`src/rtl/oserdes_burst_ctl.sv`:
```
`default_nettype none
// ============================================================================
// Module   : oserdes_burst_ctl
// Purpose  : DDR3 write-burst controller for the divided-clock domain. It takes
//            one burst request plus a write-data stream and produces per-lane
//            serializer data/tristate words for DQ and DQS. The sequence is
//            write latency, DQS preamble, data, then DQS postamble.
// Ports    : clk, rst        - divided serializer clock, sync active-high reset
//            wr_start        - burst request pulse (wlat/burst_len sampled with it)
//            wlat, burst_len - write latency / number of data cycles
//            din, din_rdy    - write data stream, consumed when din_rdy=1
//            dq_out, dq_tri  - DQ serializer data / tristate words (1 = high-Z)
//            dqs_out, dqs_tri- DQS serializer data / tristate words
//            busy, err       - burst in progress / rejected-request pulse
// Options  : OSERDES_BURST_POSTAMBLE_EN - when defined, the DQS postamble state
//            runs for POST_CYCLES; otherwise DATA returns straight to IDLE.
// Revision : 1.0 - initial release
// ============================================================================
module oserdes_burst_ctl #(
    parameter int NLANES      = 8,
    parameter int DATA_WIDTH  = 4,
    parameter int PRE_CYCLES  = 1,
    parameter int POST_CYCLES = 1,
    parameter int LAT_BITS    = 4,
    parameter int LEN_BITS    = 4
) (
    input  logic                         clk,
    input  logic                         rst,
    input  logic                         wr_start,
    input  logic [LAT_BITS-1:0]          wlat,
    input  logic [LEN_BITS-1:0]          burst_len,
    input  logic [NLANES*DATA_WIDTH-1:0] din,
    output logic                         din_rdy,
    output logic [NLANES*DATA_WIDTH-1:0] dq_out,
    output logic [NLANES*DATA_WIDTH-1:0] dq_tri,
    output logic [DATA_WIDTH-1:0]        dqs_out,
    output logic [DATA_WIDTH-1:0]        dqs_tri,
    output logic                         busy,
    output logic                         err
);

    localparam int c_dq_w = NLANES * DATA_WIDTH;

    localparam logic [2:0] c_st_idle = 3'd0;
    localparam logic [2:0] c_st_wait = 3'd1;
    localparam logic [2:0] c_st_pre  = 3'd2;
    localparam logic [2:0] c_st_data = 3'd3;
    localparam logic [2:0] c_st_post = 3'd4;

    // Even bits high, odd bits low: bit 0 is serialized first, so DQS starts high.
    localparam logic [DATA_WIDTH-1:0] c_dqs_toggle = {(DATA_WIDTH/2){2'b01}};
    localparam logic [31:0]           c_pre_cycles = PRE_CYCLES;
`ifdef OSERDES_BURST_POSTAMBLE_EN
    localparam logic [1:0]            c_post_last  = 2'(POST_CYCLES - 1);
`endif

    logic [2:0]          r_state, w_state_nxt;
    logic [LAT_BITS-1:0] r_lat_cnt, w_lat_cnt_nxt;   // remaining WAIT/PRE cycles after this one
    logic [LEN_BITS-1:0] r_data_cnt, w_data_cnt_nxt; // remaining DATA cycles after this one
    logic [LAT_BITS-1:0] r_pre_len, w_pre_len_nxt;
    logic [LEN_BITS-1:0] r_len, w_len_nxt;
`ifdef OSERDES_BURST_POSTAMBLE_EN
    logic [1:0]          r_post_cnt, w_post_cnt_nxt;
`endif

    logic [LAT_BITS-1:0] w_lat_eff;
    logic [LAT_BITS-1:0] w_pre_eff;
    logic [LAT_BITS-1:0] w_wait_len;
    logic                w_rdy_nxt;

    logic                r_din_rdy;
    logic [c_dq_w-1:0]   r_dq_out;
    logic [c_dq_w-1:0]   r_dq_tri;
    logic [DATA_WIDTH-1:0] r_dqs_out;
    logic [DATA_WIDTH-1:0] r_dqs_tri;
    logic                r_busy;
    logic                r_err;

    // L = max(wlat,1); P = min(PRE_CYCLES, L). The comparison is done at 32 bits
    // so a narrow LAT_BITS cannot truncate PRE_CYCLES before the min.
    assign w_lat_eff  = (wlat == '0) ? LAT_BITS'(1) : wlat;
    assign w_pre_eff  = ({{(32-LAT_BITS){1'b0}}, w_lat_eff} > c_pre_cycles)
                        ? LAT_BITS'(PRE_CYCLES) : w_lat_eff;
    assign w_wait_len = w_lat_eff - w_pre_eff;

    always_comb begin
        w_state_nxt    = r_state;
        w_lat_cnt_nxt  = r_lat_cnt;
        w_data_cnt_nxt = r_data_cnt;
        w_pre_len_nxt  = r_pre_len;
        w_len_nxt      = r_len;
`ifdef OSERDES_BURST_POSTAMBLE_EN
        w_post_cnt_nxt = r_post_cnt;
`endif
        case (r_state)
            c_st_idle: begin
                if (wr_start && (burst_len != '0)) begin
                    w_len_nxt     = burst_len;
                    w_pre_len_nxt = w_pre_eff;
                    // When P == L the preamble begins in the very first cycle,
                    // so the WAIT phase is zero length and skipped.
                    if (w_wait_len != '0) begin
                        w_state_nxt   = c_st_wait;
                        w_lat_cnt_nxt = w_wait_len - LAT_BITS'(1);
                    end else begin
                        w_state_nxt   = c_st_pre;
                        w_lat_cnt_nxt = w_pre_eff - LAT_BITS'(1);
                    end
                end
            end
            c_st_wait: begin
                if (r_lat_cnt == '0) begin
                    w_state_nxt   = c_st_pre;
                    w_lat_cnt_nxt = r_pre_len - LAT_BITS'(1);
                end else begin
                    w_lat_cnt_nxt = r_lat_cnt - LAT_BITS'(1);
                end
            end
            c_st_pre: begin
                if (r_lat_cnt == '0) begin
                    w_state_nxt    = c_st_data;
                    w_data_cnt_nxt = r_len - LEN_BITS'(1);
                end else begin
                    w_lat_cnt_nxt = r_lat_cnt - LAT_BITS'(1);
                end
            end
            c_st_data: begin
                if (r_data_cnt == '0) begin
`ifdef OSERDES_BURST_POSTAMBLE_EN
                    w_state_nxt    = c_st_post;
                    w_post_cnt_nxt = c_post_last;
`else
                    w_state_nxt    = c_st_idle;
`endif
                end else begin
                    w_data_cnt_nxt = r_data_cnt - LEN_BITS'(1);
                end
            end
            c_st_post: begin
`ifdef OSERDES_BURST_POSTAMBLE_EN
                if (r_post_cnt == 2'd0) begin
                    w_state_nxt = c_st_idle;
                end else begin
                    w_post_cnt_nxt = r_post_cnt - 2'd1;
                end
`else
                w_state_nxt = c_st_idle;
`endif
            end
            default: w_state_nxt = c_st_idle;
        endcase
    end

    // din is requested in the last preamble cycle and every data cycle but the
    // last, so that each word lands on dq_out one cycle later during DATA.
    assign w_rdy_nxt = ((w_state_nxt == c_st_pre)  && (w_lat_cnt_nxt  == '0)) ||
                       ((w_state_nxt == c_st_data) && (w_data_cnt_nxt != '0));

    always_ff @(posedge clk) begin
        if (rst) begin
            r_state    <= c_st_idle;
            r_lat_cnt  <= '0;
            r_data_cnt <= '0;
            r_pre_len  <= '0;
            r_len      <= '0;
`ifdef OSERDES_BURST_POSTAMBLE_EN
            r_post_cnt <= 2'd0;
`endif
            r_din_rdy  <= 1'b0;
            r_dq_out   <= '0;
            r_dq_tri   <= '1;
            r_dqs_out  <= '0;
            r_dqs_tri  <= '1;
            r_busy     <= 1'b0;
            r_err      <= 1'b0;
        end else begin
            r_state    <= w_state_nxt;
            r_lat_cnt  <= w_lat_cnt_nxt;
            r_data_cnt <= w_data_cnt_nxt;
            r_pre_len  <= w_pre_len_nxt;
            r_len      <= w_len_nxt;
`ifdef OSERDES_BURST_POSTAMBLE_EN
            r_post_cnt <= w_post_cnt_nxt;
`endif
            r_din_rdy  <= w_rdy_nxt;
            r_busy     <= (w_state_nxt != c_st_idle);
            r_err      <= wr_start && ((r_state != c_st_idle) || (burst_len == '0));
            // A word consumed at this edge is driven during the next cycle.
            r_dq_out   <= r_din_rdy ? din : '0;
            r_dq_tri   <= r_din_rdy ? '0 : '1;
            case (w_state_nxt)
                c_st_pre, c_st_post: begin
                    r_dqs_out <= '0;
                    r_dqs_tri <= '0;
                end
                c_st_data: begin
                    r_dqs_out <= c_dqs_toggle;
                    r_dqs_tri <= '0;
                end
                default: begin
                    r_dqs_out <= '0;
                    r_dqs_tri <= '1;
                end
            endcase
        end
    end

    assign din_rdy = r_din_rdy;
    assign dq_out  = r_dq_out;
    assign dq_tri  = r_dq_tri;
    assign dqs_out = r_dqs_out;
    assign dqs_tri = r_dqs_tri;
    assign busy    = r_busy;
    assign err     = r_err;

endmodule
`default_nettype wire

```
`config.mk`:
```
export PLATFORM = sky130hd
export DESIGN_NAME = oserdes_burst_ctl
export DESIGN_NICKNAME = d
export VERILOG_FILES = /design/src/rtl/oserdes_burst_ctl.sv
export SDC_FILE = /design/constraint.sdc
export NUM_CORES = 1
export LEC_CHECK = 0
export ABC_AREA = 1
export BUFFER_PORTS_ARGS = -buffer_cell sky130_fd_sc_hd__buf_2
export CAP_MARGIN = 15
export CORE_ASPECT_RATIO = 0.6
export CORE_UTILIZATION = 35
export CTS_BUF_LIST = sky130_fd_sc_hd__clkbuf_2 sky130_fd_sc_hd__clkbuf_4 sky130_fd_sc_hd__clkbuf_8
export DETAILED_ROUTE_END_ITERATION = 8
export PLACE_DENSITY_LB_ADDON = 0.25
export SLEW_MARGIN = 5
export SYNTH_ARGS = -nofsm -noshare
export SYNTH_HDL_FRONTEND = slang
export SYNTH_SLANG_ARGS = --single-unit
```
`constraint.sdc`:
```
create_clock -name clk -period 4.5 [get_ports clk]
set_input_delay 0 -clock clk [delete_from_list [all_inputs] [get_ports clk]]
set_output_delay 0 -clock clk [all_outputs]
set_load 0.005 [all_outputs]
```
==> summary.md <==
| Metric | Value |
|---|---|
| Fmax | 537 MHz |
| Area grow syn2layout | 37.2% |
| Initial core utilization | 36.6% |
| Synth Register Bits | 57 |
| GRT overflow | 0 |
| H-tree Lvls | 3 |
| DRC viols | 0 |
| Hpwl dp | 4410 um |
| Die Wd | 115 um |
| CTS tree | yes |
| Netlist cell types | 30 |
| Final Power | 1.17 mW |
| Post-synth EDFFs | 0 |
| Vias in the first global route | 2267 |
| Area after DPL | a little over 3000 sq um |
| Clock root cell | clkbuf_8 |
| # Post-CTS Setup Buffers | 0 |
| Status | completed |
| Ant. Diodes | 0 |
| Routed WL per cell | 10.5 um |
| Clock sinks | 57 |
| CP arrival | 1800 ps |
| Proportion of layout cells with a drive suffix above 1 | between 20% and 30% |
| Buf/Inv on CP | 3 |
| Area of the multi-input gates | 958 sq um |
| Startpoint types | input port |
| Critical path's top delay family | buffers and inverters |
| Vias per inst | 4.14 |
| Setup Skew | roughly 5.4 ps |
| Yosys top cell by area | dfxtp_1 |
| Yosys warns | 0 |
| PD cells | 317 nW/um^2 |
| Final setup fails | 0 |
| Peak supply drop | 0.207 mV |
| Fin area | approximately 3700 sq um |
| FILL cells | 731 |
| Initial antenna violation count | 0 |
| Via count | 2492 |
| Sequential cell area fraction in the yosys report | 42.6% |
| Worst-skew pair later-pin latency | 330 ps |
| First-pass GRT wire length | 10300 um |
| Max Cap Viol | 0 |
| RSZ-0062 raised after global routing | false |
| Hold Violations, Final | 0 |
| Worst hold slack | a little under 20 ps |
| Clock transition at path regs | 60 ps |
| Worst Hold Class | input port to flop |
| Worst setup EP type | flop |
| Max-slew headroom | 30.0% |
| Final worst path period need | between 1500 and 2000 ps |
| Nets | roughly 540 |
| Least-Margin Pin Slew | 1050 ps |
| Top post-synthesis cells by area | dfxtp_1, buf_4, inv_1, nand2_1, nor2_1 |
| Setup TNS | 0 ps |
| P_leak | 2.03 nW |
| Post-route ant nets | 0 |
| Die H | around 70 um |
| CP cell instances | dlygate4sd3_1, buf_2, inv_1, nand2_1 |
| CTS max path bufs | 2 |
| Slew Viols, Final | 0 |
| Main synth FF type | dfxtp_1 |
| Initial DRC Count | 136 |
| Post-Syn Area | 2680 sq um |
| Top Ports | ~120 |
| Post-Syn Instances | around 370 |
| Reg area | 1140 sq um |
| Core Box Area | 7330 sq um |
| # rows | 24 |
| Final WL | ~6400 um |
| Number of port buffers | 115 |
| Setup Crit Path Kind | input port to flop |
| Largest net degree at the start of global routing | 34 |
| Num CTS Buffers | 9 |
| GRT Util Overall | between 10% and 20% |
| Slowest Stage Delay on Critical Path | 700 ps |
| Async S/R FF share, synth | 0% |
| Crit-path max FO | 33 |
| Required @ worst endpoint | 4430 ps |
| Slowest cell on the critical path | nand2_1 |
| Period utilization | roughly two fifths |
| Synth Area per Inst | between 7 and 8 sq um |
| Fin cells | 602 |
| Share of the synthesized area in the top cell type | 42.6% |
| Gpl congestion | 0.887 |
| DP Cell Count | 548 |
| Die area | about 8000 sq um |
| Drt first pass iters | 4 |
==> report_power, final <==
part / switching (mW) / leakage, nW / internal [mW] / total [mW]
Sequential: 0.00756 / 0.462 / 0.516 / 0.524
Combinational: 0.0910 / 1.46 / 0.0759 / 0.167
Clock: 0.188 / 0.108 / 0.288 / 0.476
==> final cells by class <==
class,count,area share [%]
Sequential cell,57,31.0
Multi-Input combinational cell,196,26.1
Timing Repair Buffer,153,26.0
Inverter,76,7.96
Clock buffer,13,4.35
Tap cell,104,3.54
Clock inverter,3,1.09
==> state kept, by name (all words and copies together), names as in the netlist <==
name,count
err,1
busy,1
r_len,4
dq_out,32
r_pre_len,4
r_data_cnt,4
dqs_out,1
r_state,3
din_rdy,1
dq_tri,1
r_lat_cnt,4
dqs_tri,1
==> synthesized netlist by cell type (2+ instances only) <==
cell,instances
nor3_1,3
xor2_1,2
a21oi_1,15
nand2_2,3
nand2_1,61
nor2_2,2
dfxtp_1,57
nor2_4,3
buf_4,37
nor2_1,54
nand2_4,2
nand3_1,19
inv_1,72
ha_1,6
clkbuf_1,4
inv_2,2
o21ai_0,14
==> routing by layer <==
metal | vias to the layer above | track usage [%] | share of wire [%]
li1 | 1313 | - | -
met1 | 1089 | 21.1 | 46
met2 | 79 | 25.9 | 46
met3 | 11 | 6.82 | 7.1
met4 | 0 | 7.07 | 1.3
met5 | - | 0 | 0
==> timing repair <==
item,CTS,global route
gates resized for setup,0,0
hold buffers,38,0
endpoints found under the hold margin,39,0
==> worst reg2reg max path: stages (launching register included) <==
cell and delay (ps):
dfxtp_1 290, inv_1 150, ha_1 330, nand2_4 130, inv_6 120, nand2_8 80, nand2_1 60, a21oi_1 30
or2_1 240, nor2_1 90, nand2_1 50, nand2_1 80, nand2_1 60
==> layout by cell type, fill, tap and decap left out, types with 3 or more instances in the layout <==
cell type,netlist,final
dlygate4sd3_1,0,38
clkbuf_8,0,10
nor2_1,54,54
nand3_1,19,19
o21ai_0,14,14
buf_2,0,115
a21oi_1,15,15
inv_1,72,72
nor2_4,3,3
dfxtp_1,57,57
ha_1,6,6
nor3_1,3,3
nand2_1,61,61
conb_1,1,3
nand2_2,3,3
clkbuf_4,0,3
==> metrics by stage <==
| step | setup slack (ps) | util [%] |
|---|---|---|
| after floorplan | 2750 | - |
| after global placement | 2530 | 42.3 |
| after detailed placement | 2410 | 42.3 |
| after CTS | 2570 | 50.2 |
| after global routing | 2360 | 50.2 |
| final | 2640 | 50.2 |
==> kinds of logic after synthesis <==
family	count (synthesis)	share of synthesized area (%)
compound gates	34	6.86
xor+xnor	3	0.980
fa+ha+maj	6	2.80
buf+inv	118	22.0
flops	57	42.6
other cells	1	0.140
simple gates	150	24.7
==> final timing paths <==
check / depth (start not counted) / slack [ps] / start / endpoint
setup / recovery: 4 / 2640 / rst / dq_tri[30]
hold reg to reg: 2 / 470 / r_pre_len[3] / r_pre_len[3]
setup reg to reg: 12 / 2680 / r_lat_cnt[0] / din_rdy
hold / removal: 3 / 20 / burst_len[0] / r_len[0]
No activity file was read; power rests on OpenSTA's default activity.
